==> src/rtl/tdm_demux_rx.sv <==
// tdm_demux_rx: rebuilds four parallel channels from a slot-tagged TDM stream.
// Optional strict slot ordering (0,1,2,3) is enabled by defining TDM_ORDER_CHECK_EN.
module tdm_demux_rx #(
   parameter int unsigned W = 1
) (
   input  logic         clk,
   input  logic         rst_n,
   input  logic [W-1:0] din,
   input  logic [1:0]   din_sel,
   input  logic         din_valid,
   input  logic         frame_start,
   input  logic         out_ready,
   input  logic         err_clr,
   output logic [W-1:0] a_out,
   output logic [W-1:0] b_out,
   output logic [W-1:0] c_out,
   output logic [W-1:0] d_out,
   output logic         out_valid,
   output logic         seq_err,
   output logic         overrun
);

   typedef enum logic {
      S_COLLECT = 1'b0,
      S_FULL    = 1'b1
   } state_t;

   state_t       r_state;
   state_t       w_state_nxt;
   logic [3:0]   r_mask;
   logic [3:0]   w_mask_nxt;
   logic [3:0]   w_onehot;
   logic [W-1:0] r_stage [4];
   logic [W-1:0] w_stage_nxt [4];
   logic [W-1:0] r_a;
   logic [W-1:0] r_b;
   logic [W-1:0] r_c;
   logic [W-1:0] r_d;
   logic         r_out_valid;
   logic         r_seq_err;
   logic         r_overrun;
   logic         w_free;
   logic         w_xfer;
   logic         w_seq_set;
   logic         w_ovr_set;
   logic         w_accept;
`ifdef TDM_ORDER_CHECK_EN
   logic [1:0]   r_exp;
   logic [1:0]   w_exp_nxt;
`endif

   // Next-state logic: merge the incoming beat into staging and decide on transfer.
   always_comb begin
      w_state_nxt = r_state;
      w_mask_nxt  = r_mask;
      w_stage_nxt = r_stage;
      w_seq_set   = 1'b0;
      w_ovr_set   = 1'b0;
      w_xfer      = 1'b0;
      w_accept    = 1'b1;
      w_onehot    = 4'b0001 << din_sel;
      w_free      = !r_out_valid || out_ready;
`ifdef TDM_ORDER_CHECK_EN
      w_exp_nxt   = r_exp;
`endif
      unique case (r_state)
         S_COLLECT: begin
            if (din_valid) begin
`ifdef TDM_ORDER_CHECK_EN
               w_accept = frame_start ? (din_sel == 2'd0) : (din_sel == r_exp);
`endif
               if (w_accept) begin
                  w_stage_nxt[din_sel] = din;
                  if (frame_start) begin
                     w_mask_nxt = w_onehot;
                     w_seq_set  = |r_mask;
                  end else begin
                     w_mask_nxt = r_mask | w_onehot;
                     w_seq_set  = |(r_mask & w_onehot);
                  end
`ifdef TDM_ORDER_CHECK_EN
                  w_exp_nxt = din_sel + 2'd1;
`endif
               end else begin
                  w_seq_set  = 1'b1;
                  w_mask_nxt = 4'b0000;
`ifdef TDM_ORDER_CHECK_EN
                  w_exp_nxt  = 2'd0;
`endif
               end
            end
            if (w_mask_nxt == 4'b1111) begin
               if (w_free) begin
                  w_xfer = 1'b1;
               end else begin
                  w_state_nxt = S_FULL;
               end
            end
         end
         S_FULL: begin
            w_ovr_set = din_valid;
            w_xfer    = w_free;
         end
         default: begin
            w_state_nxt = S_COLLECT;
         end
      endcase
      if (w_xfer) begin
         w_mask_nxt  = 4'b0000;
         w_state_nxt = S_COLLECT;
`ifdef TDM_ORDER_CHECK_EN
         w_exp_nxt   = 2'd0;
`endif
      end
   end

   // Staging registers, slot mask and collection state.
   always_ff @(posedge clk or negedge rst_n) begin
      if (!rst_n) begin
         r_state <= S_COLLECT;
         r_mask  <= 4'b0000;
         for (int i = 0; i < 4; i++) begin
            r_stage[i] <= '0;
         end
      end else begin
         r_state <= w_state_nxt;
         r_mask  <= w_mask_nxt;
         for (int i = 0; i < 4; i++) begin
            r_stage[i] <= w_stage_nxt[i];
         end
      end
   end

`ifdef TDM_ORDER_CHECK_EN
   // Expected next slot for strict ordering.
   always_ff @(posedge clk or negedge rst_n) begin
      if (!rst_n) begin
         r_exp <= 2'd0;
      end else begin
         r_exp <= w_exp_nxt;
      end
   end
`endif

   // Output frame register with valid/ready handshake; data holds when idle.
   always_ff @(posedge clk or negedge rst_n) begin
      if (!rst_n) begin
         r_a         <= '0;
         r_b         <= '0;
         r_c         <= '0;
         r_d         <= '0;
         r_out_valid <= 1'b0;
      end else if (w_xfer) begin
         r_a         <= w_stage_nxt[0];
         r_b         <= w_stage_nxt[1];
         r_c         <= w_stage_nxt[2];
         r_d         <= w_stage_nxt[3];
         r_out_valid <= 1'b1;
      end else if (r_out_valid && out_ready) begin
         r_out_valid <= 1'b0;
      end
   end

   // Sticky error flags; a new error beats a simultaneous clear.
   always_ff @(posedge clk or negedge rst_n) begin
      if (!rst_n) begin
         r_seq_err <= 1'b0;
         r_overrun <= 1'b0;
      end else begin
         r_seq_err <= w_seq_set || (r_seq_err && !err_clr);
         r_overrun <= w_ovr_set || (r_overrun && !err_clr);
      end
   end

   assign a_out     = r_a;
   assign b_out     = r_b;
   assign c_out     = r_c;
   assign d_out     = r_d;
   assign out_valid = r_out_valid;
   assign seq_err   = r_seq_err;
   assign overrun   = r_overrun;

endmodule
==> config.mk <==
export PLATFORM = sky130hd
export DESIGN_NAME = tdm_demux_rx
export DESIGN_NICKNAME = d
export VERILOG_FILES = /design/src/rtl/tdm_demux_rx.sv
export SDC_FILE = /design/constraint.sdc
export NUM_CORES = 1
export LEC_CHECK = 0
export CAP_MARGIN = 0
export CELL_PAD_IN_SITES_DETAIL_PLACEMENT = 0
export CELL_PAD_IN_SITES_GLOBAL_PLACEMENT = 1
export CORE_MARGIN = 2
export CORE_UTILIZATION = 41
export CTS_CLUSTER_SIZE = 10
export DETAILED_ROUTE_END_ITERATION = 10
export GPL_TIMING_DRIVEN = 0
export MAX_ROUTING_LAYER = met4
export PLACE_DENSITY_LB_ADDON = 0.1
export SLEW_MARGIN = 5
export SYNTH_ARGS = -nofsm -noshare
export SYNTH_HDL_FRONTEND = slang
export SYNTH_SLANG_ARGS = --single-unit
==> constraint.sdc <==
create_clock -name clk -period 3.05 [get_ports clk]
set_clock_uncertainty 0.2 [all_clocks]
set_input_delay 0.915 -clock clk [delete_from_list [all_inputs] [get_ports clk]]
set_output_delay 0.915 -clock clk [all_outputs]
set_load 0.05 [all_outputs]
==> summary.md <==
| Metric | Value |
|---|---|
| Cts bufs inserted | `3` |
| Crit path buf inv count | `1` |
| WP depth | `5` |
| Starting Density | `a little over two fifths` |
| Grt total ovfl | `0` |
| Synth-to-layout area growth | `25.92%` |
| RSZ-0062 raised after global routing | `no` |
| Arrival time worst endpoint | `2.70 ns` |
| Hold Path Depth | `1` |
| Worst setup EP type | `register` |
| PwrDens | `between 500 and 600 mW/mm^2` |
| Placed insts | `between 100 and 150` |
| Min Tclk post-route | `2.725 ns` |
| TritonCTS clock tree | `yes` |
| CP Data Required Time | `3.02 ns` |
| Clk buf depth | `2` |
| VDD IR max | `approximately 0.33 mV` |
| Die height | `a little under 50 um` |
| CTS clk-pin slew, worst paths | `approximately 0.1 ns` |
| Number of global-route vias before repair | `714` |
| Slew headroom | `a little over half` |
| Port Buf Inserts | `15` |
| Post-CTS Setup Inserts | `0` |
| Post-CTS resize count | `0` |
| Number of H-tree levels | `1` |
| Synthesized area | `about 850 um^2` |
| #FFs+latches synth | `16` |
| Ys async rst share | `between 90% and 100%` |
| Core Area | `slightly below 0.002 mm^2` |
| Routed WL | `between 1500 and 2000 um` |
| Worst path cell trace | `clkdlybuf4s50_1 > nor2_1 > a21oi_1 > a211oi_4 > mux2_2` |
| Total power | `~0.64 mW` |
| Post-Syn Instances | `81` |
| Vias post-DR | `680` |
| Fmax | `approximately 0.37 GHz` |
| Rows | `16` |
| Largest net degree at the start of global routing | `17` |
| # nets final | `between 100 and 150` |
| Final GP Congestion | `0.7944` |
| Top-Level Pins | `16` |
| Worst setup SP type | `primary input` |
| Metal-1 WL | `approximately 810 um` |
| Largest stage delay on the critical path | `about 0.52 ns` |
| Uppermost layer routed | `met4` |
| Slew @ Worst Pin | `between 0.6 and 0.7 ns` |
| DR WL met3 | `~40 um` |
| Die area | `around 0.0025 mm^2` |
| Most common cell after layout, fill and taps aside | `dfrtp_1` |
| Static power due to leakage | `approximately 0.47 nW` |
| Setup Viol. Count Final | `0` |
| Synthesized Nets | `90` |
| Worst hold path type | `reg -> reg` |
| # DRC | `0` |
| Hold Vio Cnt, Final | `0` |
| Clock Tree Root | `clkbuf_4` |
| Most frequent cells in the layout | `dfrtp_1, clkdlybuf4s50_1, inv_1, mux2_2` |
| Clock sinks | `16` |
| Worst slack, placed | `0.02907 ns` |
| Share of layout cells above drive strength 1 | `around 16%` |
| Number of flops mapped to enable cells by yosys | `0` |
| Global-route wire length before repair | `3132 um` |
| Syn_area_per_cell | `approximately 10 um^2` |
| Starting DRT DRC Count | `9` |
| Cts hold-fix bufs | `0` |
| Max Cap Violations | `0` |
| Initial antenna violation count | `0` |
| Die width | `49.52 um` |
| Metal2 WL | `between 800 and 900 um` |
| Max FO, Critical Path | `7` |
| Slew Viols, Final | `0` |
| Crit path kind | `in -> reg` |
| Core Util, Final | `a little over half` |
| Top delay family on crit path | `compound AO/OA/AOI/OAI gates` |
| Hpwl dp | `about 1300 um` |
| Yosys warns | `0` |
| Seq/Total Area, Yosys | `47.13%` |
| FF-to-FF path depth | `4` |
| Clock Latency Late Sink | `0.28 ns` |
| Hold slack | `0.3014 ns` |
| Worst setup margin | `about 0.33 ns` |
| Total track usage | `between 10% and 20%` |
| Main synth FF type | `dfrtp_1` |
| Post-DR wirelength/cell | `13.66 um` |
| Layout Cells excl Fill | `between 100 and 150` |
| Cell area after layout | `0.001070 mm^2` |
| Placement Cell Area | `approximately 0.0010 mm^2` |
| First-pass iteration count of the detailed router | `4` |
| Tcrit/Tclk final | `about 89%` |
| Status | `finished clean` |
| Via/cell ratio | `roughly 5.4` |
| TNS Setup | `0 ns` |
| CP max-delay cell | `clkdlybuf4s50_1` |
| Antenna cells | `0` |
| Unique masters post-synth | `27` |
| Number of routed nets with antenna violations | `0` |
## worst reg2reg max path, cell delays in order, from the launching register on
cell	delay, ns
dfrtp_1	0.46
nand4_1	0.17
o211a_1	0.27
a211oi_4	0.32
mux2_2	0.38
## flip-flops by register name (all words and copies together), names as in the netlist
| name | cells |
|---|---|
| a_out | 1 |
| b_out | 1 |
| c_out | 1 |
| d_out | 1 |
| out_valid | 1 |
| overrun | 1 |
| r_mask | 4 |
| r_stage | 4 |
| r_state | 1 |
| seq_err | 1 |
## Yosys cell counts, drive strengths merged, types with 2 or more instances
cell / n / share of area, %
o211a: 2 / 2.4
dfrtp: 16 / 47
o21ai: 5 / 2.9
nand2: 4 / 1.8
nand3: 6 / 3.5
nand2b: 3 / 2.2
or2b: 2 / 1.8
a21oi: 3 / 1.8
inv: 8 / 3.5
nor2: 4 / 1.8
mux2: 8 / 11
o22ai: 6 / 4.4
## metal layers
metal / vias to the layer above / GRT usage, %
met4: 0 / 6.944
met2: 9 / 26.89
met5: - / -
met1: 331 / 23.37
met3: 2 / 2.121
li1: 338 / -
## cell type report
class	count	area (um^2)
Fill cell	189	892.1
Multi-Input combinational cell	57	419.2
Sequential cell	16	400.4
Timing Repair Buffer	15	150.1
Clock buffer	4	36.28
Tap cell	27	33.78
Inverter	8	30.03
## report_power, final
group	internal (mW)	total, mW	switching, mW
sequential	0.252	0.278	0.0266
clock	0.0726	0.140	0.0677
combinational	0.0876	0.218	0.130
total	0.412	0.636	0.224
## final timing paths
check                      startpoint    endpoint  slack, ns
max in group asynchronous       rst_n   r_mask[1]       1.37
setup / recovery           din_sel[1]       c_out       0.33
hold reg to reg                 d_out       d_out       0.30
min in group asynchronous       rst_n  r_stage[3]       0.84
hold / removal                  d_out       d_out       0.30
setup reg to reg            r_mask[1]       c_out       1.15
## logic make-up (layout without fill, tap and decap cells)
kind of cell    count (synthesis)  in the layout  share of synthesized area (%)
flops                          16             16                          47.13
buf+inv                         8             27                          3.535
mux                             9              9                          11.78
simple gates                   26             26                          16.94
compound gates                 22             22                          20.62
Note: power is estimated with default switching activity, not from simulation.
==> patch, RTL diff (config.mk and constraints unchanged) <==
Build with the macro `TDM_ORDER_CHECK_EN` defined.
--- a/src/rtl/tdm_demux_rx.sv
+++ b/src/rtl/tdm_demux_rx.sv
@@ -2,2 +2,4 @@
 // Optional strict slot ordering (0,1,2,3) is enabled by defining TDM_ORDER_CHECK_EN.
+`define TDM_ORDER_CHECK_EN
+
 module tdm_demux_rx #(
Function: changed (Yosys sat finds a counterexample within 4 cycles, from zero or initial values and one cycle with rst_n low).
==> patch against the original RTL <==
- hold slack better by 0.0098 ns
- cell area up 21%
- via count up 16%
- setup slack worse by 0.20 ns
- clock power up 6%
- total power down 11%
- sequential cell count up 2
- critical path type unchanged
- sequential share of layout area down 2.5 points
- wire length up 25%
- synthesized area up 23%
==> patch: results (changes against the original RTL) <==
stage,metric,value,unit,change
status,status,completed,,unchanged
cells_and_area,largestRegisters,"r_mask (4), r_stage (4), r_exp (2)",,"was r_mask (4), r_stage (4)"
placement,gp_congestion,0.7660,,was 0.7944
yosys,synth.top_cells.by_area,"dfrtp_1 (43%), mux2_4 (5.7%), ha_1 (4.8%)",,"was dfrtp_1 (47%), mux2_2 (9.3%), o22ai_1 (4.4%)"
clocking,cts.repair.resized,0,,unchanged
cells_and_area,nets,133,,was 110
yosys,async_flop_share,100.0,%,unchanged
global_routing,grt_max_degree,19,,was 17
cells_and_area,fillCellCount,240,,was 189
worst_hold_path,worstHoldStart,r_stage[1],,was d_out
clocking,postCtsSetupBuffers,0,,unchanged
clocking,clkLatencyLatePin,0.30,ns,was 0.28 ns
clocking,path_clk_slew,0.10,ns,about the same
routing,first_pass_iters,4,,unchanged
setup_path,reg2reg_depth,5,,was 4
cells_and_area,layout-drive-gt1-share,19.33,%,was 16.00%
worst_hold_path,whs_path_depth,1,,unchanged
placement,io_buffer_count,15,,unchanged
yosys,yosys_warnings,0,,unchanged
yosys,synth_commonest_cells,"dfrtp_1 (18), nand2_1 (12), inv_1 (6)",,"was dfrtp_1 (16), inv_1 (8), mux2_2 (7)"
sta,max-slew-margin-rel,46.79,%,was 53.90%
power,p_leak,0.5634,nW,was 0.4684 nW
routing,wl_per_cell,14.57,µm,was 13.66 µm
setup_path,rr_startpoint,r_state,,was r_mask[1]
routing,via_per_inst,5.315,,was 5.354
sta,hold_ws,0.3112,ns,was 0.3014 ns
setup_path,crit_path_max_fanout,10,,was 7
worst_hold_path,hold_path_end,r_stage[1],,was d_out
cells_and_area,n_antenna_cell,0,,unchanged
worst_hold_path,hold_class,reg2reg,,unchanged
setup_path,critPathArrivalTime,2.91,ns,was 2.70 ns
clocking,htreeDepth,1,,unchanged
global_routing,grt_use_total,18.12,%,was 17.39%
clocking,cts_max_path_buffers,2,,unchanged
routing,drt_iter0_drc,19,,was 9
setup_path,reg2reg_slack,0.88,ns,was 1.15 ns
yosys,synth_fp_nets,113,,was 90
yosys,synthDistinctLibCells,35,,was 27
global_routing,grt_pass1_wl,3663,µm,was 3132 µm
power,max-vdd-ir-drop,0.0003150,V,was 0.0003345 V
global_routing,grt_pass1_vias,798,,was 714
clocking,cts_root_buf,clkbuf_4,,unchanged
yosys,synth_flop_cell,dfrtp_1,,unchanged
setup_path,r2r_end,b_out,,was c_out
placement,dpl_worst_slack,-0.3137,ns,was 0.02907 ns
placement,dp_hpwl,1665,µm,was 1335 µm
global_routing,antenna_found_initial,0,,unchanged
yosys,ys_seq_area_share,43.01,%,was 47.13%
clocking,cts-buffers-inserted,3,,unchanged
patch: per-layer routing:
metal | track usage [%] | up-vias | part of all wire (%)
met5 | - | - | 0
li1 | - | 395 | -
met1 | 22.63 | 377 | 48
met4 | 3.750 | 0 | 0.46
met2 | 29.52 | 18 | 48
met3 | 4.918 | 2 | 3.5
patch: logic make-up (layout without fill, tap and decap cells):
group | count (synthesis) | in the layout | synth area share [%]
DFF | 18 | 18 | 43.01
adders and majority gates | 4 | 4 | 4.779
buffers and inverters | 7 | 26 | 2.508
AOI/OAI and AO/OA | 27 | 27 | 19.71
xor gates and xnor gates | 2 | 2 | 3.106
and+or+nand+nor | 34 | 34 | 16.85
muxes | 8 | 8 | 10.04
patch: how the worst max path moves through the flow:
stage | startpoint | to | slack [ns] | cells past startpoint
final | din_valid | b_out | 0.12 | 6
after global routing | din_sel[1] | b_out | 0.01 | 8
after CTS | din_sel[0] | b_out | 0.001 | 8
after detailed placement | din_sel[0] | b_out | -0.31 | 8
after global placement | din_sel[0] | d_out | -0.29 | 8
after floorplan | din_sel[0] | b_out | 0.48 | 7
patch: area by class of cell:
type,count,area (µm²),share of cell area (%)
well taps,30,37.54,2.907
inverters,6,22.52,1.744
plain buffers,1,3.754,0.2907
multi-input cells,75,588.1,45.54
flip-flops and latches,18,450.4,34.88
repair buffers,15,152.6,11.82
clock buffers,4,36.28,2.810
patch: through the flow:
stage                     area (µm²)  setup TNS, ns  utilization, %  std cells
final                           1291              0           52.60        149
after global routing            1291              0           52.60        149
after CTS                       1271              0           51.78        149
after detailed placement        1235         -2.001           50.31        145
after global placement          1235         -1.543           50.31        145
after floorplan                 1047              0               -        100
patch: worst max-delay path, cell delays in order:
cell and delay [ns]:
clkdlybuf4s50_1 0.60, or2b_1 0.27, clkbuf_1 0.26, nor3b_2 0.22, mux2_2 0.37, mux2_4 0.27
patch: power breakdown:
group	switching (mW)	internal, mW	leakage (nW)
clock network	0.0758	0.0727	0.0210
logic	0.0739	0.0612	0.304
registers	0.0150	0.266	0.238
